### src/rtl/clk_step_ctrl.sv
// Run/halt/single-step controller: turns debounced front-panel buttons and the
// divided slow clock into one-clk cpu_en pulses that advance the CPU.
module clk_step_ctrl #(
    parameter int DEBOUNCE_CYCLES = 20_000,
    parameter int COUNT_W         = 8
) (
    input  logic               clk,
    input  logic               rst_n,
    input  logic               slow_clk,
    input  logic               btn_run,
    input  logic               btn_step,
    input  logic               halt_req,
    output logic               cpu_en,
    output logic               running,
    output logic [COUNT_W-1:0] step_count
);

    localparam int                DBC_W    = $clog2(DEBOUNCE_CYCLES + 1);
    localparam logic [DBC_W-1:0]  DBC_LAST = DBC_W'(DEBOUNCE_CYCLES - 1);

    typedef enum logic [1:0] {
        S_HALT,
        S_RUN,
        S_STEP_WAIT
    } state_t;

    state_t             state_q, state_d;
    logic               slow_q, slow_d;
    logic [1:0]         sync1_q, sync1_d;
    logic [1:0]         sync2_q, sync2_d;
    logic [1:0]         deb_q, deb_d;
    logic [DBC_W-1:0]   cnt_q [2];
    logic [DBC_W-1:0]   cnt_d [2];
    logic               cpu_en_q, cpu_en_d;
    logic               running_q, running_d;
    logic [COUNT_W-1:0] step_count_q, step_count_d;

    logic               tick;
    logic [1:0]         press;
    logic               run_press, step_press;

    // Bit 0 carries the run button, bit 1 the step button.
    always_comb begin
        slow_d  = slow_clk;
        tick    = slow_clk & ~slow_q;
        sync1_d = {btn_step, btn_run};
        sync2_d = sync1_q;
        deb_d   = deb_q;
        for (int i = 0; i < 2; i++) begin
            cnt_d[i] = '0;
            if (sync2_q[i] != deb_q[i]) begin
                if (cnt_q[i] >= DBC_LAST) begin
                    deb_d[i] = sync2_q[i];
                end else begin
                    cnt_d[i] = cnt_q[i] + 1'b1;
                end
            end
        end
        // A press is the single cycle in which the debounced level is about to rise.
        press      = deb_d & ~deb_q;
        run_press  = press[0];
        step_press = press[1];
    end

    always_comb begin
        state_d  = state_q;
        cpu_en_d = 1'b0;
        case (state_q)
            S_HALT: begin
                if (run_press) begin
                    state_d = S_RUN;
                end else if (step_press) begin
                    state_d = S_STEP_WAIT;
                end
            end
            S_RUN: begin
                if (halt_req || run_press) begin
                    state_d = S_HALT;
                end else if (tick) begin
                    cpu_en_d = 1'b1;
                end
            end
            S_STEP_WAIT: begin
                if (halt_req) begin
                    state_d = S_HALT;
                end else if (tick) begin
                    cpu_en_d = 1'b1;
                    state_d  = S_HALT;
                end
            end
            default: state_d = S_HALT;
        endcase
        running_d    = (state_d == S_RUN);
        step_count_d = step_count_q + COUNT_W'(cpu_en_d);
    end

    always_ff @(posedge clk or negedge rst_n) begin
        if (!rst_n) begin
            state_q      <= S_HALT;
            slow_q       <= 1'b0;
            sync1_q      <= '0;
            sync2_q      <= '0;
            deb_q        <= '0;
            cnt_q[0]     <= '0;
            cnt_q[1]     <= '0;
            cpu_en_q     <= 1'b0;
            running_q    <= 1'b0;
            step_count_q <= '0;
        end else begin
            state_q      <= state_d;
            slow_q       <= slow_d;
            sync1_q      <= sync1_d;
            sync2_q      <= sync2_d;
            deb_q        <= deb_d;
            cnt_q[0]     <= cnt_d[0];
            cnt_q[1]     <= cnt_d[1];
            cpu_en_q     <= cpu_en_d;
            running_q    <= running_d;
            step_count_q <= step_count_d;
        end
    end

    assign cpu_en     = cpu_en_q;
    assign running    = running_q;
    assign step_count = step_count_q;

endmodule

### config.mk
export PLATFORM = sky130hd
export DESIGN_NAME = clk_step_ctrl
export DESIGN_NICKNAME = d
export VERILOG_FILES = /design/src/rtl/clk_step_ctrl.sv
export SDC_FILE = /design/constraint.sdc
export NUM_CORES = 1
export LEC_CHECK = 0
export CAP_MARGIN = 20
export CORE_ASPECT_RATIO = 0.5
export CORE_MARGIN = 2
export CORE_UTILIZATION = 40
export DETAILED_ROUTE_END_ITERATION = 16
export PLACE_DENSITY_LB_ADDON = 0.12
export SYNTH_ARGS = -nofsm -noshare
export SYNTH_HDL_FRONTEND = slang
export SYNTH_SLANG_ARGS = --single-unit
### constraint.sdc
create_clock -name clk -period 3.1 [get_ports clk]
set_input_delay 0.775 -clock clk [delete_from_list [all_inputs] [get_ports clk]]
set_output_delay 0.775 -clock clk [all_outputs]
set_load 0.03 [all_outputs]
==> results of run 1 <==
-- metrics by stage --
step | util | hold WS (ps) | power, uW | instances | instance area (sq um)
after floorplan | - | 331 | 719 | 209 | 2240
after detailed placement | 0.454 | 336 | 759 | 296 | 2470
after CTS | 0.475 | 353 | 1240 | 304 | 2590
final | 0.476 | 354 | 1220 | 304 | 2590
after global routing | 0.476 | 360 | 1280 | 304 | 2590
after global placement | 0.454 | 332 | 757 | 296 | 2470
-- synth_stat cells, types with 5 or more instances --
library cell	number	area (sq um)
dfrtp_1	49	1230
xor2_1	18	158
nand3_1	13	65.1
nor2b_1	5	31.3
xnor2_1	13	114
inv_1	5	18.8
a21oi_1	5	25.0
and3_1	8	50.1
nand4_1	8	50.1
ha_1	8	100
nand2_1	14	52.6
nor2_1	37	139
-- critical path, stage by stage, from the launching register on --
cell	delay, ps
dfrtp_1	420
ha_1	260
nand4_1	130
o211ai_1	150
a21oi_1	310
a21oi_1	140
nor4b_2	330
ha_1	260
ha_1	190
and3_1	200
nand3_1	100
xnor2_1	130
-- power breakdown --
| part | leakage, uW | switching [uW] | internal [uW] |
|---|---|---|---|
| Sequential | 0.000667 | 13.2 | 655 |
| Combinational | 0.000466 | 48.2 | 29.1 |
| Clock | 0.0000585 | 207 | 263 |
| Total | 0.00119 | 269 | 947 |
-- cells by family (layout without fill, tap and decap cells) --
logic type      count (synthesis)  after routing
xor+xnor                       31             31
simple gates                   96             96
fa+ha+maj                       8              8
buf+inv                         7             29
flops                          49             49
compound gates                 15             15
mux                             3              3
-- area by class of cell --
type / instances / area (sq um)
Inverter: 5 / 18.8
Sequential cell: 49 / 1230
Clock buffer: 7 / 86.3
Multi-Input combinational cell: 153 / 988
Fill cell: 488 / 2850
Clock inverter: 1 / 30.0
Timing Repair Buffer: 16 / 153
Tap cell: 73 / 91.3
-- repair_timing --
item                       4_1_cts  5_1_grt
setup endpoints to repair        0        1
hold buffers                     0        0
resized for setup                0        1
setup buffers                    0        0
-- per-layer routing --
layer / GRT usage / wire (um) / share of wire / vias to the layer above
li1: - / - / - / 752
met3: 0.0446 / 112 / 0.029 / 8
met5: 0 / 0 / 0 / -
met4: 0.0597 / 68 / 0.018 / 0
met2: 0.222 / 1730 / 0.45 / 12
met1: 0.195 / 1960 / 0.51 / 726
-- worst max path at each step --
stage	from	endpoint	slack [ps]	depth (start not counted)
floorplan	cnt_q[15]	step_count[6]	630	11
global placement	cnt_q[21]	step_count[6]	390	10
detailed placement	cnt_q[21]	step_count[6]	240	10
CTS	cnt_q[21]	step_count[6]	220	10
global route	cnt_q[21]	step_count[6]	60	10
finish	cnt_q[15]	step_count[6]	390	11
-- registers in the layout (all words and copies together) (netlist names) --
name,flops
slow_q,1
cnt_q,30
deb_q,2
step_count,8
cpu_en,1
sync1_q,2
sync2_q,2
running,1
state_q,2
==> results.ini, run 1 <==
[synth]
synthMuxAreaShare=0.0151
yosysSeqAreaShare=0.547
synthesis.nets=223
synth_top_family_by_area=simple AND/OR/NAND/NOR gates
ys.flop_type=dfrtp_1
yosys_warnings=0
synthSimpleGateAreaFrac=0.205
netlist_instances=209
ys_ff_latch=49
synthXorXnorAreaFrac=0.121
synthArstFlopShare=1.00
syn_area_sq_mm=0.00224
synth_edf_count=0
synth-compound-area-share=0.0519
avgSynthCellArea_sq_um=10.7
synth_fa_ha_area_frac=0.0446
ys_types=30

[die]
ios=16
die_w_um=110
start_util=0.412
floorplan.rows=19
coreArea_sq_mm=0.00544
die_area_sq_mm=0.00626
die_h_um=57.0

[routing]
wl_mm=3.87
route.detailed.drc=0
via_per_inst=4.93
dr.pass1.iters=4
drtAntennaViolNets=0
wire_per_inst_um=12.7
vias=1498
first_iter_violations=94

[clock_tree]
clock_sinks=49
cts_tree=done
path_clk_slew_ps=80
htreeDepth=2
cts_buffer_depth=2
numCtsBuffers=5
cts-root-buf=clkbuf_8
clock_latency_ps=300

[sta]
worst_slew_pin_slew_ps=658
hold_violations=0
setup_tns_ps=0
max_freq_ghz=0.369
min_period_ps=2710
slew_viol_final=0
post-route-period-util=0.875
setup_violations=0
relSlewSlack=0.561
grt_setup_unrepaired=false
fin_ws_ps=388
skew_ps=3.36

[placement]
dp_hpwl_mm=2.65
port_buffers=15
pre_cts_slack_ps=235
finalWeightedCongestion=0.693

[global_routing]
grtUsageTotal=0.145
overflow=0
antenna_found_initial=0
first_global_vias=1492
grt_max_degree=36
grt_pass1_wl_mm=6.90

[outcome]
outcome=finished, final reports clean

[worst_setup_path]
rrSetupSlack_ps=390
critPathMaxFanout=4
crit_type=flop to flop
rr_worst_depth=11
start_kind=flop
worstPathArrival_ps=2910
critical_path_required_ps=3300
endpoint_kind=flop
timing.rr.start=cnt_q[15]
r2r_end=step_count[6]

[final_layout]
area_growth_pct=15.6
n_antenna_cell=0
layout-drive-gt1-share=0.0736
final_common_cell=dfrtp_1
final_cell_mix=dfrtp_1 (49), nor2_1 (37), xor2_1 (18)
nets=244

[power_and_ir_drop]
power_leakage_uw=0.00119
power_density_mw_per_mm2=469
ir_drop_uv=213

[worst_hold_path]
hp-class=primary input to asynchronous set/reset pin

[run]
max-cap-violations=0

Power figures use the tool's default switching activity.
==> run 2: changes to the inputs <==
--- a/config.mk
+++ b/config.mk
@@ -10,6 +10,7 @@
 export CORE_MARGIN = 2
 export CORE_UTILIZATION = 40
 export DETAILED_ROUTE_END_ITERATION = 16
+export DONT_BUFFER_PORTS = 1
 export PLACE_DENSITY_LB_ADDON = 0.12
 export SYNTH_ARGS = -nofsm -noshare
 export SYNTH_HDL_FRONTEND = slang
==> results.ini, run 2 (synthesized netlist as in run 1, its figures left out) <==
[outcome]
outcome=finished, final reports clean  ; unchanged

[worst_setup_path]
r2r_end=step_count[6]  ; unchanged
cpMaxStageDelayCell=dfrtp_1  ; unchanged
slowest_delay_ps=420  ; about the same
crit_type=flop to flop  ; unchanged
rrSetupSlack_ps=360  ; was 390 ps
cp_common_cell=ha_1  ; unchanged
start_kind=flop  ; unchanged
worstPathArrival_ps=2930  ; was 2910 ps
endpoint_kind=flop  ; unchanged
timing.rr.start=cnt_q[15]  ; unchanged
critical_path_required_ps=3280  ; was 3300 ps
rr_worst_depth=11  ; unchanged
critPathMaxFanout=4  ; unchanged
crit_path_start=cnt_q[15]  ; unchanged
crit_chain=ha_1 -> nand4_1 -> o211ai_1 -> a21oi_2 -> a21oi_1 -> nor4b_1 -> ha_1 -> ha_1 -> and3_1 -> nand3_1 -> xnor2_1  ; was ha_1 -> nand4_1 -> o211ai_1 -> a21oi_1 -> a21oi_1 -> nor4b_2 -> ha_1 -> ha_1 -> and3_1 -> nand3_1 -> xnor2_1

[routing]
first_iter_violations=63  ; was 94
via_per_inst=4.98  ; was 4.93
dr.pass1.iters=4  ; unchanged
vias=1434  ; was 1498
drtAntennaViolNets=0  ; unchanged
wire_per_inst_um=12.9  ; was 12.7 um
wl_mm=3.72  ; was 3.87 mm
route.detailed.drc=0  ; unchanged

[power_and_ir_drop]
p_seq_frac=0.629  ; was 0.550
combPwrFrac=0.032  ; was 0.064
clock_power_share=0.339  ; was 0.387
ir_drop_uv=178  ; was 213 uV
p_switching_uw=256  ; was 269 uW
p_int_uw=825  ; was 947 uW
totalPowerFinal_uw=1080  ; was 1220 uW
power_leakage_uw=0.00112  ; was 0.00119 uW
power_density_mw_per_mm2=450  ; was 469 mW/mm^2
p_sw_frac=0.237  ; was 0.221

[die]
floorplan.rows=19  ; unchanged
ios=16  ; unchanged
die_h_um=57.0  ; unchanged
start_util=0.412  ; unchanged
coreArea_sq_mm=0.00544  ; unchanged
die_w_um=110  ; unchanged
die_area_sq_mm=0.00626  ; unchanged

[global_routing]
overflow=0  ; unchanged
first_global_vias=1407  ; was 1492
grtUsageTotal=0.136  ; was 0.145
grt_max_degree=50  ; was 36
grt_pass1_wl_mm=6.41  ; was 6.90 mm
antenna_found_initial=0  ; unchanged

[sta]
max_freq_ghz=0.365  ; was 0.369 GHz
skew_ps=7.22  ; was 3.36 ps
setup_violations=0  ; unchanged
post-route-period-util=0.885  ; was 0.875
hold_violations=0  ; unchanged
slew_viol_final=0  ; unchanged
grt_setup_unrepaired=false  ; unchanged
worst_slew_pin_slew_ps=645  ; was 658 ps
min_period_ps=2740  ; was 2710 ps
setup_tns_ps=0  ; unchanged
relSlewSlack=0.570  ; was 0.561

[clock_tree]
cts_tree=done  ; unchanged
htreeDepth=2  ; unchanged
clock_latency_ps=300  ; about the same
cts-root-buf=clkbuf_8  ; unchanged
cts_buffer_depth=2  ; unchanged
clock_sinks=49  ; unchanged
hold_buffers=0  ; unchanged
numCtsBuffers=5  ; unchanged
path_clk_slew_ps=90  ; was 80 ps

[final_layout]
final_common_cell=dfrtp_1  ; unchanged
stdcell_count=288  ; was 304
final_cell_mix=dfrtp_1 (49), nor2_1 (37), xor2_1 (18)  ; unchanged
top_register=cnt_q  ; unchanged
n_antenna_cell=0  ; unchanged
layout-drive-gt1-share=0.0698  ; was 0.0736
area_growth_pct=7.19  ; was 15.6%
nets=228  ; was 244
largest_reg_flops=30  ; unchanged

[placement]
port_buffers=0  ; was 15
dp_hpwl_mm=2.54  ; was 2.65 mm
post-place-cells=280  ; was 296
finalWeightedCongestion=0.788  ; was 0.693

[worst_hold_path]
hp-class=primary input to asynchronous set/reset pin  ; unchanged

[run]
max-cap-violations=0  ; unchanged

-- run 2: worst max-delay path by stage --
stage                               end  slack, ps  cells after the start
after floorplan           step_count[6]        630                     11
after global placement    step_count[6]        410                     11
after detailed placement  step_count[6]        290                     11
after CTS                 step_count[6]        280                     11
after global routing      step_count[6]         80                     11
final                     step_count[6]        360                     11
-- run 2: metrics by stage --
stage | hold slack [ps] | instance area, sq um | setup WS, ps | utilization
final | 154 | 2400 | 358 | 0.442
after floorplan | 331 | 2240 | 629 | -
after detailed placement | 336 | 2320 | 295 | 0.426
after global routing | 131 | 2400 | 75.3 | 0.442
after global placement | 332 | 2320 | 412 | 0.426
after CTS | 145 | 2400 | 280 | 0.441
-- run 2: power by group through the flow --
stage | Combinational [uW] | Sequential, uW | Clock, uW
2_1_floorplan | 28.9 | 690 | 0
3_3_place_gp | 34.7 | 693 | 0
3_5_place_dp | 34.9 | 694 | 0
4_1_cts | 35.3 | 681 | 382
5_1_grt | 40.3 | 683 | 411
6_report | 34.1 | 680 | 367
-- run 2: cell type report --
type	count	area, sq um
sequential	49	1230
clock buffer	6	72.6
fill	519	3040
clock inverter	2	10.0
tap	73	91.3
inverter	5	18.8
multi-input combinational	153	986
-- run 2: repair_timing --
item | in CTS | in global routing
buffers inserted | 0 | 0
gates resized for setup | 0 | 1
setup endpoints to repair | 0 | 1
-- run 2: routing by layer --
metal	routed length, um	global-route usage	up-vias
met5	0	0	-
met4	59	0.0651	0
met3	113	0.0491	6
met2	1700	0.204	16
met1	1840	0.175	697
li1	-	-	715
-- run 2: critical path: cells and delay by family, from the launching register on --
kind / cells / cell delay (ps)
simple gates: 4 / 820
fa+ha+maj: 3 / 720
compound gates: 3 / 520
flops: 1 / 420
xor+xnor: 1 / 150
